## config.mk

```make
export PLATFORM = sky130hd
export DESIGN_NAME = origin_shift_pipe
export DESIGN_NICKNAME = d
export VERILOG_FILES = /design/src/rtl/render_pkg.sv /design/src/rtl/origin_shift_axis.sv /design/src/rtl/origin_shift_pipe.sv
export SDC_FILE = /design/constraint.sdc
export NUM_CORES = 1
export LEC_CHECK = 0
export BUFFER_PORTS_ARGS = -buffer_cell sky130_fd_sc_hd__clkbuf_2
export CORE_ASPECT_RATIO = 0.6
export CORE_MARGIN = 1
export CORE_UTILIZATION = 60
export CTS_BUF_LIST = sky130_fd_sc_hd__clkbuf_4 sky130_fd_sc_hd__clkbuf_8
export DETAILED_ROUTE_END_ITERATION = 10
export PLACE_DENSITY = 0.87
export SYNTH_ARGS = -nofsm -noshare
export SYNTH_HDL_FRONTEND = slang
export SYNTH_SLANG_ARGS = --single-unit
```

## constraint.sdc

```tcl
create_clock -name clk -period 10.25 [get_ports clk]
set_input_delay 2.05 -clock clk [delete_from_list [all_inputs] [get_ports clk]]
set_output_delay 2.05 -clock clk [all_outputs]
set_load 0.005 [all_outputs]
```

## src/rtl/render_pkg.sv

```systemverilog
// Shared render types: the vec3 coordinate struct and the vertex index width.
package render_pkg;
  localparam int VEC3_W    = 16;
  localparam int VTX_IDX_W = 4;

  typedef struct packed {
    logic signed [VEC3_W-1:0] x;
    logic signed [VEC3_W-1:0] y;
    logic signed [VEC3_W-1:0] z;
  } vec3_t;
endpackage

```

## src/rtl/origin_shift_axis.sv

```systemverilog
// One coordinate axis: registered in-origin subtract, then registered saturate/wrap.
// ORIGIN_SHIFT_SAT_EN selects clamping; otherwise overflow wraps modulo 2^DATA_W.
module origin_shift_axis #(
  parameter int DATA_W = 16
) (
  input  logic                     clk,
  input  logic                     rst_n,
  input  logic                     ld1_i,
  input  logic                     ld2_i,
  input  logic signed [DATA_W-1:0] in_i,
  input  logic signed [DATA_W-1:0] org_i,
  output logic                     ovf_o,
  output logic signed [DATA_W-1:0] res_o
);
  localparam logic signed [DATA_W-1:0] MAX_V = {1'b0, {(DATA_W-1){1'b1}}};
  localparam logic signed [DATA_W-1:0] MIN_V = {1'b1, {(DATA_W-1){1'b0}}};

  logic signed [DATA_W:0]   diff_d, diff_q;
  logic signed [DATA_W-1:0] res_d, res_q;

  assign diff_d = {in_i[DATA_W-1], in_i} - {org_i[DATA_W-1], org_i};

  // Top two bits disagree exactly when the difference does not fit in DATA_W.
  assign ovf_o = diff_q[DATA_W] ^ diff_q[DATA_W-1];

`ifdef ORIGIN_SHIFT_SAT_EN
  assign res_d = !ovf_o ? diff_q[DATA_W-1:0] : (diff_q[DATA_W] ? MIN_V : MAX_V);
`else
  assign res_d = diff_q[DATA_W-1:0];
`endif

  always_ff @(posedge clk or negedge rst_n) begin
    if (!rst_n) begin
      diff_q <= '0;
      res_q  <= '0;
    end else begin
      if (ld1_i) diff_q <= diff_d;
      if (ld2_i) res_q  <= res_d;
    end
  end

  assign res_o = res_q;
endmodule

```

## src/rtl/origin_shift_pipe.sv

```systemverilog
// Two-stage elastic vertex pipe subtracting a per-primitive origin from each vertex.
// Define ORIGIN_SHIFT_SAT_EN to clamp overflowing results instead of wrapping.
module origin_shift_pipe
  import render_pkg::*;
#(
  parameter int DATA_W       = 16,
  parameter int VTX_PER_PRIM = 4
) (
  input  logic                     clk,
  input  logic                     rst_n,
  input  logic                     org_load,
  input  logic signed [DATA_W-1:0] org_x,
  input  logic signed [DATA_W-1:0] org_y,
  input  logic signed [DATA_W-1:0] org_z,
  input  logic                     in_valid,
  output logic                     in_ready,
  input  logic signed [DATA_W-1:0] in_x,
  input  logic signed [DATA_W-1:0] in_y,
  input  logic signed [DATA_W-1:0] in_z,
  output logic                     out_valid,
  input  logic                     out_ready,
  output logic signed [DATA_W-1:0] out_x,
  output logic signed [DATA_W-1:0] out_y,
  output logic signed [DATA_W-1:0] out_z,
  output logic [VTX_IDX_W-1:0]     out_idx,
  output logic                     out_last,
  output logic                     ovf_sticky,
  input  logic                     ovf_clr
);
  localparam logic [VTX_IDX_W-1:0] LAST_IDX = VTX_IDX_W'(VTX_PER_PRIM - 1);

  logic [2:0][DATA_W-1:0]   org_in, vtx_in, org_use, res;
  logic [2:0][DATA_W-1:0]   pend_q, act_q;
  logic [2:0]               ovf;
  logic [2:1]               vld_pipe_q, vld_pipe_d;
  logic [VTX_IDX_W-1:0]     cnt_q, cnt_d, idx1_q, idx2_q;
  logic                     rdy_en_q, ovf_q;
  logic                     adv2, ld2, in_fire, prim_start;

  assign org_in = {org_z, org_y, org_x};
  assign vtx_in = {in_z, in_y, in_x};

  assign adv2       = !vld_pipe_q[2] || out_ready;
  assign ld2        = vld_pipe_q[1] && adv2;
  // rdy_en_q keeps in_ready low through reset and for the edge it is released on.
  assign in_ready   = rdy_en_q && (!vld_pipe_q[1] || adv2);
  assign in_fire    = in_valid && in_ready;
  assign prim_start = in_fire && (cnt_q == '0);

  // Index-0 vertex latches a new active origin, taking a same-cycle load directly.
  assign org_use = !prim_start ? act_q : (org_load ? org_in : pend_q);
  assign cnt_d   = (cnt_q == LAST_IDX) ? '0 : cnt_q + 1'b1;

  assign vld_pipe_d[1] = in_fire || (vld_pipe_q[1] && !ld2);
  assign vld_pipe_d[2] = ld2 || (vld_pipe_q[2] && !out_ready);

  always_ff @(posedge clk or negedge rst_n) begin
    if (!rst_n) begin
      vld_pipe_q <= '0;
      rdy_en_q   <= 1'b0;
      cnt_q      <= '0;
      idx1_q     <= '0;
      idx2_q     <= '0;
      pend_q     <= '0;
      act_q      <= '0;
      ovf_q      <= 1'b0;
    end else begin
      rdy_en_q   <= 1'b1;
      vld_pipe_q <= vld_pipe_d;
      if (org_load)   pend_q <= org_in;
      if (prim_start) act_q  <= org_use;
      if (in_fire) begin
        cnt_q  <= cnt_d;
        idx1_q <= cnt_q;
      end
      if (ld2) idx2_q <= idx1_q;
      if (ld2 && |ovf) ovf_q <= 1'b1;
      else if (ovf_clr) ovf_q <= 1'b0;
    end
  end

  for (genvar a = 0; a < 3; a++) begin : g_axis
    origin_shift_axis #(.DATA_W(DATA_W)) u_axis (
      .clk   (clk),
      .rst_n (rst_n),
      .ld1_i (in_fire),
      .ld2_i (ld2),
      .in_i  (vtx_in[a]),
      .org_i (org_use[a]),
      .ovf_o (ovf[a]),
      .res_o (res[a])
    );
  end

  assign out_valid  = vld_pipe_q[2];
  assign out_x      = res[0];
  assign out_y      = res[1];
  assign out_z      = res[2];
  assign out_idx    = idx2_q;
  assign out_last   = (idx2_q == LAST_IDX);
  assign ovf_sticky = ovf_q;
endmodule
```

==> results.rst <==
.. list-table::
   :header-rows: 1

   * - Metric
     - Value
   * - Result of the run
     - complete, no violations
   * - Global-route wire length before repair
     - 38.8 mm
   * - Number of DRC markers after the initial detailed-route iteration
     - 552
   * - Uppermost signal routing layer after detailed routing
     - met4
   * - FP Rows
     - 37
   * - IR Drop Worst-Case VDD
     - 153 uV
   * - Fraction of the mapped netlist area in compound gates
     - 0.143
   * - Power density over the cells
     - 283 nW/um^2
   * - Share of synthesized registers carrying an async set or reset
     - 1.00
   * - Dominant combinational cell family by area after synthesis
     - compound AO/OA/AOI/OAI gates
   * - Area of the mapped netlist
     - 10700 um^2
   * - Max-slew violation total from the final report
     - 0
   * - Post-route DRC violation count
     - 0
   * - Max FO, Critical Path
     - 84
   * - Simple-gate share of the synthesized area
     - 0.119
   * - Area share of fa/ha/maj cells after synthesis
     - 0.0643
   * - Number of cells after detailed placement
     - 1330
   * - Clock slew at reported path FFs
     - 0.07 ns
   * - Xor and xnor area share after synthesis
     - 0.0148
   * - Vias post-DR
     - 7914
   * - Count of input and output buffers
     - 157
   * - Routed len/inst
     - 17.1 um
   * - Detailed route wirelength on metal3
     - 1.83 mm
   * - Total negative slack for setup checks
     - 0 ns
   * - Least-Margin Pin Slew
     - 0.918 ns
   * - CP Class
     - in -> reg
   * - Maximum clock skew at final layout
     - 0.0151 ns
   * - Antenna violation net count after detailed routing
     - 0
   * - Largest buffer count on any clock path
     - 3
   * - Antenna diode instance count
     - 0
   * - Clock insertion delay at the later pin of the skew report
     - 0.50 ns
   * - Number of detailed-route iterations in the first pass
     - 6
   * - Wl on met1
     - 11.4 mm
   * - Cts-stage hold buffer count
     - 0
   * - Final standard cell count with taps included and fillers excluded
     - 1389
   * - Slew Limit Headroom
     - 0.388
   * - Setup repair after global routing missed its margin
     - no
   * - Routed WL
     - 23.8 mm
   * - Element type at the critical path start
     - input port
   * - Crit end category
     - register
   * - CTS Sinks
     - 211
   * - Top-Level Pins
     - 158
   * - Detailed-routed wire length on met2
     - 10.2 mm
   * - Number of clock buffers inserted by TritonCTS
     - 34
   * - Filler cells
     - 1263
   * - Starting density of the core
     - 0.617
   * - Full die area
     - 18300 um^2
   * - Proportion of synthesized chip area in sequential cells
     - 0.495
   * - Die Ht
     - 105 um
   * - Global-route usage over all layers
     - 0.267
   * - Final net count
     - 1287
   * - Vias in the first global route
     - 7737
   * - Max-cap check violation count
     - 0
   * - Cts repair resizes
     - 0
   * - CTS HTree Levels
     - 2
   * - Pin count of the biggest net entering global routing
     - 85
   * - Total gr overflow
     - 0
   * - Root Buffer
     - clkbuf_8
   * - Flop and latch count out of synthesis
     - 211
   * - Area after detailed placement
     - 11600 um^2
   * - Die Span X
     - 174 um
   * - Mapped Cells
     - 977
   * - Final Setup Violations
     - 0
   * - Number of distinct library cells after synthesis
     - 63
   * - Worst hold path class
     - reg -> reg
   * - Vias per Instance
     - 5.70
   * - Setup Buffers After CTS
     - 0
   * - Top cell type by total area after synthesis
     - dfrtp_1
   * - GPL Wtd Cong
     - 0.913
   * - Register-to-register setup slack
     - 5.89 ns
   * - Final number of hold-violating endpoints
     - 0
   * - Count of warnings emitted by yosys
     - 0
   * - Most used flip-flop cell after synthesis
     - dfrtp_1
   * - Hpwl dp
     - 16.7 mm
   * - Leakage power summed over all cells
     - 6.10 nW
   * - Share of the clock period used by the worst path
     - 0.555
   * - Cells taking the most area after synthesis
     - dfrtp_1 50%, mux2_2 12%, ha_1 5.9%, a21o_1 3.8%, nor2b_1 2.8%
   * - TritonCTS clock tree
     - yes
   * - Fraction of final layout cells sized beyond drive strength 1
     - 0.300
   * - Fmax achieved
     - 0.176 GHz
   * - Post-Syn Nets
     - 1132
   * - Mux share of post-synthesis cell area
     - 0.120
   * - Area growth from synthesis to layout
     - 15.6%
   * - Number of enable flip-flop cells after synthesis
     - 0
   * - Fraction of post-synthesis cell area in the top cell type by area
     - 0.495
   * - Data required time at the worst endpoint
     - 10.62 ns
   * - Post-route cell area
     - 12300 um^2
   * - Data arrival time at the worst-slack endpoint
     - 6.06 ns
   * - Area of the core
     - 17300 um^2
   * - Post-route minimum period
     - 5.68 ns
   * - Antenna violations before repair
     - 0
   * - Avg Cell Area, Syn
     - 10.9 um^2
## area by class of cell
class,count,area [um^2],share of cell area
Sequential cell,211,5280,0.429
Clock buffer,55,682,0.0554
Multi-Input combinational cell,652,4940,0.401
Clock inverter,4,20.0,0.00163
Tap cell,234,293,0.0238
Inverter,69,259,0.0210
Timing Repair Buffer,164,847,0.0688
## critical path, stage by stage
cell,delay [ns]
clkbuf_2,0.09
nand3b_1,0.20
and3_1,0.21
buf_4,0.25
nand3_4,0.23
buf_4,0.73
mux2_2,0.43
ha_1,0.21
fa_1,0.45
nor2b_4,0.13
o31a_1,0.20
o31ai_2,0.08
a31oi_2,0.28
a31oi_1,0.11
or3_1,0.38
## cells in the final DEF, fill, tap and decap left out, types with 3 or more instances in the layout
cell type,instances
dfrtp_1,211
clkbuf_2,156
mux2_2,112
nand2_1,72
inv_1,69
a21o_1,54
o21ai_0,54
ha_1,50
nor2b_1,47
clkbuf_8,44
a21oi_1,38
nor2_1,25
nand3_1,20
nand2b_1,13
a211oi_1,13
nor3_1,12
clkbuf_4,12
xor2_1,11
nor3b_1,11
o31ai_1,10
nand4_1,9
o211ai_1,8
o21a_1,7
xnor2_1,7
buf_4,7
and2_1,5
o21ai_1,5
o2111ai_1,5
or4_1,5
and3_1,4
o21bai_1,4
a31oi_1,4
or3_1,4
clkinv_2,4
o311ai_0,3
fa_1,3
## layer usage
metal / global-route usage / vias up
met5: 0 / -
met4: 0.0670 / 0
met3: 0.0577 / 37
met2: 0.400 / 307
met1: 0.396 / 3823
li1: - / 3747
## sequential cells by signal (all words and copies together) (netlist names)
signal,count
g_axis.u_axis.diff_q,51
act_q,48
g_axis.u_axis.res_o,48
pend_q,48
cnt_q,4
idx1_q,4
out_idx,4
vld_pipe_q,2
ovf_sticky,1
rdy_en_q,1
## logic make-up (layout without fill, tap and decap cells)
kind of cell,count (synthesis),count (layout)
xor gates and xnor gates,18,18
muxes,114,114
and+or+nand+nor,239,239
other,1,1
buffers and inverters,114,292
adders and majority gates,53,53
DFF,211,211
AOI/OAI and AO/OA,227,227
## where the power goes
part / switching (mW) / internal, mW / leakage (nW)
clock: 0.325 / 0.420 / 0.380
sequential: 0.159 / 1.15 / 2.58
combinational: 0.790 / 0.647 / 3.14
## per-stage QoR
| step | setup slack, ns | hold slack (ns) | util | power, mW |
|---|---|---|---|---|
| finish | 4.57 | 0.470 | 0.713 | 3.49 |
| global route | 4.33 | 0.489 | 0.713 | 3.73 |
| CTS | 4.60 | 0.475 | 0.713 | 3.49 |
| global placement | 4.21 | 0.454 | 0.673 | 2.66 |
| floorplan | 5.24 | 0.442 | - | 2.30 |
| detailed placement | 4.06 | 0.461 | 0.673 | 2.74 |
## path summary, 6_finish.rpt
kind,start,cells after the start,end
worst max-delay path,out_ready,15,g_axis[1].u_axis.diff_q[14]$_DFFE_PN0P_
worst min-delay path,act_q[47]$_DFFE_PN0N_,1,act_q[47]$_DFFE_PN0N_
worst max register to register,vld_pipe_q[1]$_DFF_PN0_,14,g_axis[1].u_axis.diff_q[14]$_DFFE_PN0P_
worst min register to register,act_q[47]$_DFFE_PN0N_,1,act_q[47]$_DFFE_PN0N_
max in group asynchronous,rst_n,2,g_axis[1].u_axis.diff_q[10]$_DFFE_PN0P_
min in group asynchronous,rst_n,1,g_axis[0].u_axis.res_o[2]$_DFFE_PN0P_
## cell usage after synthesis, drive strengths merged, types with 21 or more instances
cell / number
nand2: 74
o21ai: 60
ha: 50
nor2: 25
dfrtp: 211
buf: 30
nor2b: 48
a21oi: 38
a21o: 54
nand3: 21
inv: 69
mux2: 112
(Power assumes the default switching activity.)
